## config.mk

```make
export PLATFORM = sky130hd
export DESIGN_NAME = dmem_arbiter_flat
export DESIGN_NICKNAME = d
export VERILOG_FILES = /design/src/rtl/dmem_arbiter_if.sv /design/src/rtl/dmem_arbiter.sv /design/src/flat_wrapper.sv
export SDC_FILE = /design/constraint.sdc
export NUM_CORES = 1
export LEC_CHECK = 0
export CAP_MARGIN = 20
export CORE_MARGIN = 2
export CORE_UTILIZATION = 36
export DETAILED_ROUTE_END_ITERATION = 8
export PLACE_DENSITY = 0.83
export SLEW_MARGIN = 20
export SYNTH_ARGS = -nofsm -noshare
export SYNTH_HDL_FRONTEND = slang
export SYNTH_SLANG_ARGS = --single-unit
```

## constraint.sdc

```tcl
create_clock -name clk -period 1.7 [get_ports clk]
set_clock_uncertainty 0.05 [all_clocks]
set_input_delay 0.34 -clock clk [delete_from_list [all_inputs] [get_ports clk]]
set_output_delay 0.34 -clock clk [all_outputs]
set_load 0.02 [all_outputs]
```

## src/rtl/dmem_arbiter_if.sv

```systemverilog
// Bus bundle for the data-memory arbiter: core port, debug port and
// the single-port memory side, viewed from the arbiter (slave) or its peers.
interface dmem_arbiter_if #(
   parameter int ADDR_W = 32,
   parameter int DATA_W = 32
);
   logic              core_req;
   logic              core_we;
   logic [ADDR_W-1:0] core_addr;
   logic [DATA_W-1:0] core_wdata;
   logic [DATA_W-1:0] core_rdata;
   logic              core_done;
   logic              core_stall;

   logic              dbg_req;
   logic              dbg_we;
   logic [ADDR_W-1:0] dbg_addr;
   logic [DATA_W-1:0] dbg_wdata;
   logic [DATA_W-1:0] dbg_rdata;
   logic              dbg_ack;

   logic              mem_en;
   logic              mem_we;
   logic [ADDR_W-1:0] mem_addr;
   logic [DATA_W-1:0] mem_wdata;
   logic [DATA_W-1:0] mem_rdata;

   logic              busy;
   logic              grant_owner;

   modport slave (
      input  core_req, core_we, core_addr, core_wdata,
      input  dbg_req, dbg_we, dbg_addr, dbg_wdata,
      input  mem_rdata,
      output core_rdata, core_done, core_stall,
      output dbg_rdata, dbg_ack,
      output mem_en, mem_we, mem_addr, mem_wdata,
      output busy, grant_owner
   );

   modport master (
      output core_req, core_we, core_addr, core_wdata,
      output dbg_req, dbg_we, dbg_addr, dbg_wdata,
      output mem_rdata,
      input  core_rdata, core_done, core_stall,
      input  dbg_rdata, dbg_ack,
      input  mem_en, mem_we, mem_addr, mem_wdata,
      input  busy, grant_owner
   );
endinterface

```

## src/rtl/dmem_arbiter.sv

```systemverilog
// Shares one single-port synchronous data memory between the core
// load/store port and a debug/loader port; debug has priority.
module dmem_arbiter #(
   parameter int ADDR_W     = 32,
   parameter int DATA_W     = 32,
   parameter int MEM_LAT    = 1,
   parameter int STARVE_MAX = 8
) (
   input logic          clk,
   input logic          reset,
   dmem_arbiter_if.slave bus
);
   typedef enum logic [1:0] {
      IDLE,
      ACCESS,
      WAIT,
      DONE
   } state_e;

   localparam logic [1:0] LAT_M1     = 2'(MEM_LAT - 1);
   localparam logic [3:0] STARVE_LIM = 4'(STARVE_MAX);

   state_e            state_q, state_d;
   logic [1:0]        cnt_q, cnt_d;
   logic [3:0]        starve_q, starve_d;
   logic              we_q, we_d;
   logic              owner_q, owner_d;
   logic [ADDR_W-1:0] addr_q, addr_d;
   logic [DATA_W-1:0] wdata_q, wdata_d;
   logic [DATA_W-1:0] core_rdata_q, core_rdata_d;
   logic [DATA_W-1:0] dbg_rdata_q, dbg_rdata_d;

   logic grant_dbg;
   logic grant_core;

   always_comb begin
      state_d      = state_q;
      cnt_d        = cnt_q;
      starve_d     = starve_q;
      we_d         = we_q;
      owner_d      = owner_q;
      addr_d       = addr_q;
      wdata_d      = wdata_q;
      core_rdata_d = core_rdata_q;
      dbg_rdata_d  = dbg_rdata_q;

      // starvation guard: core wins once it has lost STARVE_MAX times
      grant_dbg  = bus.dbg_req && (starve_q < STARVE_LIM);
      grant_core = !grant_dbg && bus.core_req;

      unique case (state_q)
         IDLE: begin
            if (!bus.core_req) starve_d = '0;
            if (grant_dbg || grant_core) begin
               state_d = ACCESS;
               owner_d = grant_dbg;
               we_d    = grant_dbg ? bus.dbg_we    : bus.core_we;
               addr_d  = grant_dbg ? bus.dbg_addr  : bus.core_addr;
               wdata_d = grant_dbg ? bus.dbg_wdata : bus.core_wdata;
               if (grant_core) begin
                  starve_d = '0;
               end else if (bus.core_req && starve_q != 4'hF) begin
                  starve_d = starve_q + 4'd1;
               end
            end
         end
         ACCESS: begin
            state_d = we_q ? DONE : WAIT;
            cnt_d   = '0;
         end
         WAIT: begin
            cnt_d = cnt_q + 2'd1;
            if (cnt_q == LAT_M1) begin
               state_d = DONE;
               if (owner_q) dbg_rdata_d  = bus.mem_rdata;
               else         core_rdata_d = bus.mem_rdata;
            end
         end
         DONE: state_d = IDLE;
         default: state_d = IDLE;
      endcase
   end

   always_ff @(posedge clk) begin
      if (!reset) begin
         state_q      <= IDLE;
         cnt_q        <= '0;
         starve_q     <= '0;
         we_q         <= 1'b0;
         owner_q      <= 1'b0;
         addr_q       <= '0;
         wdata_q      <= '0;
         core_rdata_q <= '0;
         dbg_rdata_q  <= '0;
      end else begin
         state_q      <= state_d;
         cnt_q        <= cnt_d;
         starve_q     <= starve_d;
         we_q         <= we_d;
         owner_q      <= owner_d;
         addr_q       <= addr_d;
         wdata_q      <= wdata_d;
         core_rdata_q <= core_rdata_d;
         dbg_rdata_q  <= dbg_rdata_d;
      end
   end

   assign bus.mem_en      = (state_q == ACCESS);
   assign bus.mem_we      = (state_q == ACCESS) && we_q;
   assign bus.mem_addr    = addr_q;
   assign bus.mem_wdata   = wdata_q;
   assign bus.core_done   = (state_q == DONE) && !owner_q;
   assign bus.dbg_ack     = (state_q == DONE) && owner_q;
   assign bus.core_rdata  = core_rdata_q;
   assign bus.dbg_rdata   = dbg_rdata_q;
   assign bus.busy        = (state_q != IDLE);
   assign bus.grant_owner = owner_q;
   assign bus.core_stall  = bus.core_req &&
                            !((state_q == DONE) && !owner_q);
endmodule

```

## src/flat_wrapper.sv

```systemverilog
// flat-port wrapper written by rule: the top's interface ports become plain ports
module dmem_arbiter_flat 
#(
   parameter int ADDR_W     = 32,
   parameter int DATA_W     = 32,
   parameter int MEM_LAT    = 1,
   parameter int STARVE_MAX = 8
)
  (clk, reset, bus_core_req, bus_core_we, bus_core_addr, bus_core_wdata, bus_dbg_req, bus_dbg_we, bus_dbg_addr, bus_dbg_wdata, bus_mem_rdata, bus_core_rdata, bus_core_done, bus_core_stall, bus_dbg_rdata, bus_dbg_ack, bus_mem_en, bus_mem_we, bus_mem_addr, bus_mem_wdata, bus_busy, bus_grant_owner);
  dmem_arbiter_if #(.ADDR_W(ADDR_W), .DATA_W(DATA_W)) bus_i ();
  input logic clk;
  input logic reset;
  input wire logic [$bits(bus_i.core_req)-1:0] bus_core_req;
  input wire logic [$bits(bus_i.core_we)-1:0] bus_core_we;
  input wire logic [$bits(bus_i.core_addr)-1:0] bus_core_addr;
  input wire logic [$bits(bus_i.core_wdata)-1:0] bus_core_wdata;
  input wire logic [$bits(bus_i.dbg_req)-1:0] bus_dbg_req;
  input wire logic [$bits(bus_i.dbg_we)-1:0] bus_dbg_we;
  input wire logic [$bits(bus_i.dbg_addr)-1:0] bus_dbg_addr;
  input wire logic [$bits(bus_i.dbg_wdata)-1:0] bus_dbg_wdata;
  input wire logic [$bits(bus_i.mem_rdata)-1:0] bus_mem_rdata;
  output wire logic [$bits(bus_i.core_rdata)-1:0] bus_core_rdata;
  output wire logic [$bits(bus_i.core_done)-1:0] bus_core_done;
  output wire logic [$bits(bus_i.core_stall)-1:0] bus_core_stall;
  output wire logic [$bits(bus_i.dbg_rdata)-1:0] bus_dbg_rdata;
  output wire logic [$bits(bus_i.dbg_ack)-1:0] bus_dbg_ack;
  output wire logic [$bits(bus_i.mem_en)-1:0] bus_mem_en;
  output wire logic [$bits(bus_i.mem_we)-1:0] bus_mem_we;
  output wire logic [$bits(bus_i.mem_addr)-1:0] bus_mem_addr;
  output wire logic [$bits(bus_i.mem_wdata)-1:0] bus_mem_wdata;
  output wire logic [$bits(bus_i.busy)-1:0] bus_busy;
  output wire logic [$bits(bus_i.grant_owner)-1:0] bus_grant_owner;
  assign bus_i.core_req = bus_core_req;
  assign bus_i.core_we = bus_core_we;
  assign bus_i.core_addr = bus_core_addr;
  assign bus_i.core_wdata = bus_core_wdata;
  assign bus_i.dbg_req = bus_dbg_req;
  assign bus_i.dbg_we = bus_dbg_we;
  assign bus_i.dbg_addr = bus_dbg_addr;
  assign bus_i.dbg_wdata = bus_dbg_wdata;
  assign bus_i.mem_rdata = bus_mem_rdata;
  assign bus_core_rdata = bus_i.core_rdata;
  assign bus_core_done = bus_i.core_done;
  assign bus_core_stall = bus_i.core_stall;
  assign bus_dbg_rdata = bus_i.dbg_rdata;
  assign bus_dbg_ack = bus_i.dbg_ack;
  assign bus_mem_en = bus_i.mem_en;
  assign bus_mem_we = bus_i.mem_we;
  assign bus_mem_addr = bus_i.mem_addr;
  assign bus_mem_wdata = bus_i.mem_wdata;
  assign bus_busy = bus_i.busy;
  assign bus_grant_owner = bus_i.grant_owner;
  dmem_arbiter #(.ADDR_W(ADDR_W), .DATA_W(DATA_W), .MEM_LAT(MEM_LAT), .STARVE_MAX(STARVE_MAX)) u_core (.clk(clk), .reset(reset), .bus(bus_i));
endmodule
```

Word-level counts from Yosys, hierarchy flattened

Index checks and enable logic that the tools add are counted.

Register bits after elaboration: 138
Input bits: 166
Output and inout bits: 135
Word-level logic and storage cells: 50

Add/sub/neg operators: 2
Order comparisons: 1
Eq/ne operators: 6
Muxes and demuxes: 12
Bitwise logic cells: 1
Reductions and logical operators: 19

Operators by type and width:

| cell                                                  | count |
|---|---|
| two-way mux 32 bit                                    | 2 |
| two-way mux 4 bit                                     | 4 |
| one-hot mux 2 bit (4 select lines)                    | 1 |
| logical AND 1 bit                                     | 7 |
| AND reduction 3 bit                                   | 2 |
| adder 4 x 1 -> 4 bit, second input constant           | 1 |
| == test 2 bit, second input constant                  | 2 |
| logical NOT 2 bit                                     | 2 |
| < comparator 4 bit, second input constant             | 1 |
| two-way mux 2 bit                                     | 2 |
| inequality test 2 x 1 -> 1 bit, second input constant | 2 |
| inequality test 4 bit, second input constant          | 1 |
| one-hot mux 2 bit (2 select lines)                    | 1 |
| AND reduction 2 bit                                   | 2 |
| nonzero test 2 bit                                    | 2 |
| logical NOT 1 bit                                     | 3 |
| adder 2 x 1 -> 2 bit, second input constant           | 1 |
| == test 2 x 1 -> 1 bit, second input constant         | 1 |
| two-way mux 1 bit                                     | 2 |
| logical OR 1 bit                                      | 1 |
| NOT 1 bit                                             | 1 |

Logic depth before layout (Yosys ltp)

Word-level depth: 7
Mapped depth: 8
Depth with buffers taken out: 6

Worst setup path after synthesis

No wires, ideal clock.

Path kind: register -> register
Start point: register u_core.state_q[0]
End point: register u_core.addr_q[10] (netlist: u_core.bus.mem_addr[10])
Setup time: 116 ps
Arrival time: 1,457 ps
Data required time: 1,534 ps
Path slack: 77 ps
Stages on the path, launching flop included: 8
Path buffers: 2
Period minus slack after synthesis: 1,623 ps
Path through: dfxtp_1 > inv_1 > ha_1 > inv_2 > a21oi_4 > buf_4 > buf_2 > o211a_1

Word-level cells in the longest chain between the ends: 2

RTL lines:

| what                                 | line                | text |
|---|---|---|
| start, declared                      | dmem_arbiter.sv:23  | `state_e state_q, state_d;` |
| start signal, assigned               | dmem_arbiter.sv:96  | `state_q <= state_d;` |
| logical NOT 2 bit                    | dmem_arbiter.sv:51  | `unique case (state_q)` |
| AND reduction 2 bit (no source line) | --                  |  |
| end signal, assigned                 | dmem_arbiter.sv:101 | `addr_q <= addr_d;` |
| end, declared                        | dmem_arbiter.sv:28  | `logic [ADDR_W-1:0] addr_q, addr_d;` |

Every way passes these cells.
A chain may end at the register's enable or synchronous reset.

Worst setup path in the final report

Start point: register u_core.state_q[0]
End point: output bus_mem_we

Word-level cells in the longest chain between the ends: 2

RTL lines:

| what                   | line                | text |
|---|---|---|
| == test 2 x 1 -> 1 bit | dmem_arbiter.sv:109 | `assign bus.mem_we = (state_q == ACCESS) && we_q;` |
| logical AND 1 bit      | dmem_arbiter.sv:109 |  |
| end, declared          | flat_wrapper.sv:28  | `output wire logic [$bits(bus_i.mem_we)-1:0] bus_mem_we;` |

Every way passes these cells.

==> results.md <==
- Status: complete, no violations
- CP startpoint: u_core.state_q[0]
- Clock power share: 0.254
- P&R area growth vs syn: 72.9%
- Critical Path Sink Type: primary output
- H-tree levels: 4
- CTS Buf Count: 17
- Leading area contributor after synthesis: dfxtp_1
- Setup TNS: 0 ns
- Vias in the first global route: 5732
- Hold Crit Class: in -> reg
- WHS: 0.342 ns
- Critical Path End: bus_mem_we
- R2R Setup Slk: 0.04 ns
- Global Route Usage Sum: 0.209
- Drt drc: 0
- Asr flop ratio synth: 0
- Clock latency at the later pin of the worst-skew pair: 0.40 ns
- Final period utilization: 0.997
- Maxcap violations: 0
- Die area: 17400 sq um
- 1st-iter DRT viols: 193
- Post-synth EDFFs: 0
- Die Ht: 132 um
- Half-perimeter wire length after placement: 13100 um
- Top-level port count: 301
- Global-route wire length before repair: 29300 um
- CTS max path bufs: 2
- Max Freq: 0.590 GHz
- Gpl congestion: 0.791
- Worst r2r dst: u_core.bus.mem_wdata[26]
- Leak: 0.00511 uW
- Initial core utilization: 0.370
- Clk sinks: 138
- Post-Syn Instances: 631
- Sw frac: 0.358
- Hold buffer count at CTS: 0
- Vias/cell: 4.88
- Hold_sp: reset
- Chip width: 132 um
- Core box area: 15900 sq um
- FF-to-FF path depth: 9
- Area contributors post-synth: dfxtp_1, nand2_1, mux2i_1, o211a_1, a21boi_1
- Design area: 10200 sq um
- Count leader, synth: nand2_1
- CTS tree: done
- Syn Nets: 803
- Final min period: 1.69 ns
- Final Setup Violations: 0
- Met3 Wirelength: 1200 um
- Worst vdd ir: 657 uV
- Diodes inserted: 0
- DR pass1 iterations: 5
- Met2 Routed Length: 9920 um
- Via Count: 5771
- Port bufs: 300
- FF+latch count, synth: 138
- Sw Pwr: 5400 uW
- CTS clk-pin slew, worst paths: 0.06 ns
- Combinational power share: 0.446
- Layout cell share with drive strength beyond 1: 0.120
- RSZ-0062 raised after global routing: yes
- DRT Wirelength: 19200 um
- Share of the yosys chip area belonging to registers: 0.468
- ANT nets after route: 0
- R2r startpoint: u_core.state_q[1]
- Max Slew Vio Count: 0
- Avg Inst Size Synth: 9.36 sq um
- CTS Root Cell: clkbuf_16
- Count of different cell masters after synthesis: 31
- Row count: 46
- Initial antenna violation count: 0
- Metal1 wirelength: 7730 um
- WP data arrival: 1.30 ns
- Top-area cell type share of the netlist area: 0.468
- DR WL/cell: 16.3 um
- Largest net degree at the start of global routing: 47
- Syn. warnings: 0
- PD cells: 1480 nW/um^2
- Mapped Area: 5910 sq um
- Internal: 9670 uW
- WP data required: 1.31 ns
- Fin nets: 1125
- Worst slew pin tran: 0.395 ns
- Max-slew headroom: 0.729
- CP startpoint kind: flop
- Hold Fails Final Rpt: 0
- Setup CP Type: reg -> out
- Sequential Power Share: 0.299
- Max layer used: met4
- Gr ovfl total: 0
- Post-Place Cell Area: 9310 sq um
- Synth cell count leaders: nand2_1, dfxtp_1, a21boi_1, mux2i_1, o211a_1
- Synth Flop Type: dfxtp_1
- CP Max Fanout: 4
how the worst min path moves through the flow:
stage	endpoint	slack (ns)	cells past startpoint
2_1_floorplan	u_core.starve_q[3]	0.39	2
6_report	u_core.state_q[0]	0.34	3
3_5_place_dp	u_core.bus.core_rdata[22]	0.39	2
4_1_cts	u_core.state_q[0]	0.33	3
3_3_place_gp	u_core.bus.dbg_rdata[6]	0.39	2
5_1_grt	u_core.state_q[0]	0.35	3
state kept, by name (all words and copies together), names as in the netlist:
register and count:
u_core.cnt_q 2, u_core.bus.grant_owner 1, u_core.state_q 2, u_core.we_q 1, u_core.bus.dbg_rdata 32, u_core.bus.mem_addr 32
u_core.starve_q 4, u_core.bus.mem_wdata 32, u_core.bus.core_rdata 32
cells in the final DEF (no fill, tap or decap), drive strengths merged, types with 2 or more instances in the layout:
cell type,netlist,layout
a21boi,67,67
and2,5,5
and3,2,2
buf,29,54
bufinv,0,3
clkbuf,22,27
clkdlybuf4s50,0,164
clkinvlp,0,5
dfxtp,138,138
dlygate4sd2,0,128
ha,6,6
inv,7,10
mux2i,66,66
nand2,197,197
nand3,5,5
nor2,3,3
nor2b,4,4
o211a,65,65
o21ai,3,3
or3,2,2
per-layer routing:
layer  up-vias  track usage
li1       2811            -
met1      2717        0.232
met2       219        0.380
met3        24       0.0607
met4         0       0.0707
met5         -            0
stage by stage:
stage / util / worst slack (ns) / power, uW / std cells
floorplan: - / 0.0766 / 7630 / 631
detailed placement: 0.584 / -0.361 / 10500 / 1132
global placement: 0.584 / -0.334 / 10400 / 1132
CTS: 0.621 / -0.0461 / 14300 / 1169
finish: 0.640 / 0.00580 / 15100 / 1182
global route: 0.640 / -0.0406 / 15800 / 1182
logic make-up after synthesis:
| family | Yosys count | share of synthesized area |
|---|---|---|
| and+or+nand+nor | 223 | 0.151 |
| AOI/OAI and AO/OA | 140 | 0.206 |
| DFF | 138 | 0.468 |
| muxes | 66 | 0.112 |
| buffers and inverters | 58 | 0.0515 |
| adders and majority gates | 6 | 0.0127 |
power by group through the flow:
stage               combinational [uW]  clock [uW]  sequential, uW
floorplan                         2130           0            5500
global placement                  5860           0            4520
detailed placement                5950           0            4560
CTS                               5880        3920            4480
global route                      7120        4090            4620
finish                            6720        3830            4510
timing repair:
action / 4_1_cts / 5_1_grt
gates resized for setup: 161 / 26
cloned: 2 / 9
setup buffers: 3 / 4
pin swaps: 2 / 1
setup endpoints to repair: 153 / 72
final cells by class:
type                            count  area, sq um
Fill cell                        1343         5730
Timing Repair Buffer              354         3590
Multi-Input combinational cell    435         2930
Sequential cell                   138         2770
Clock buffer                       20          457
Tap cell                          216          270
Clock inverter                     12          163
Inverter                            7         31.3
worst max-delay path: stages (launching register included):
cell and delay [ns]:
dfxtp_4 0.37, buf_6 0.12, ha_4 0.15, and2_4 0.13
buf_6 0.12
Power figures use the tool's default switching activity.
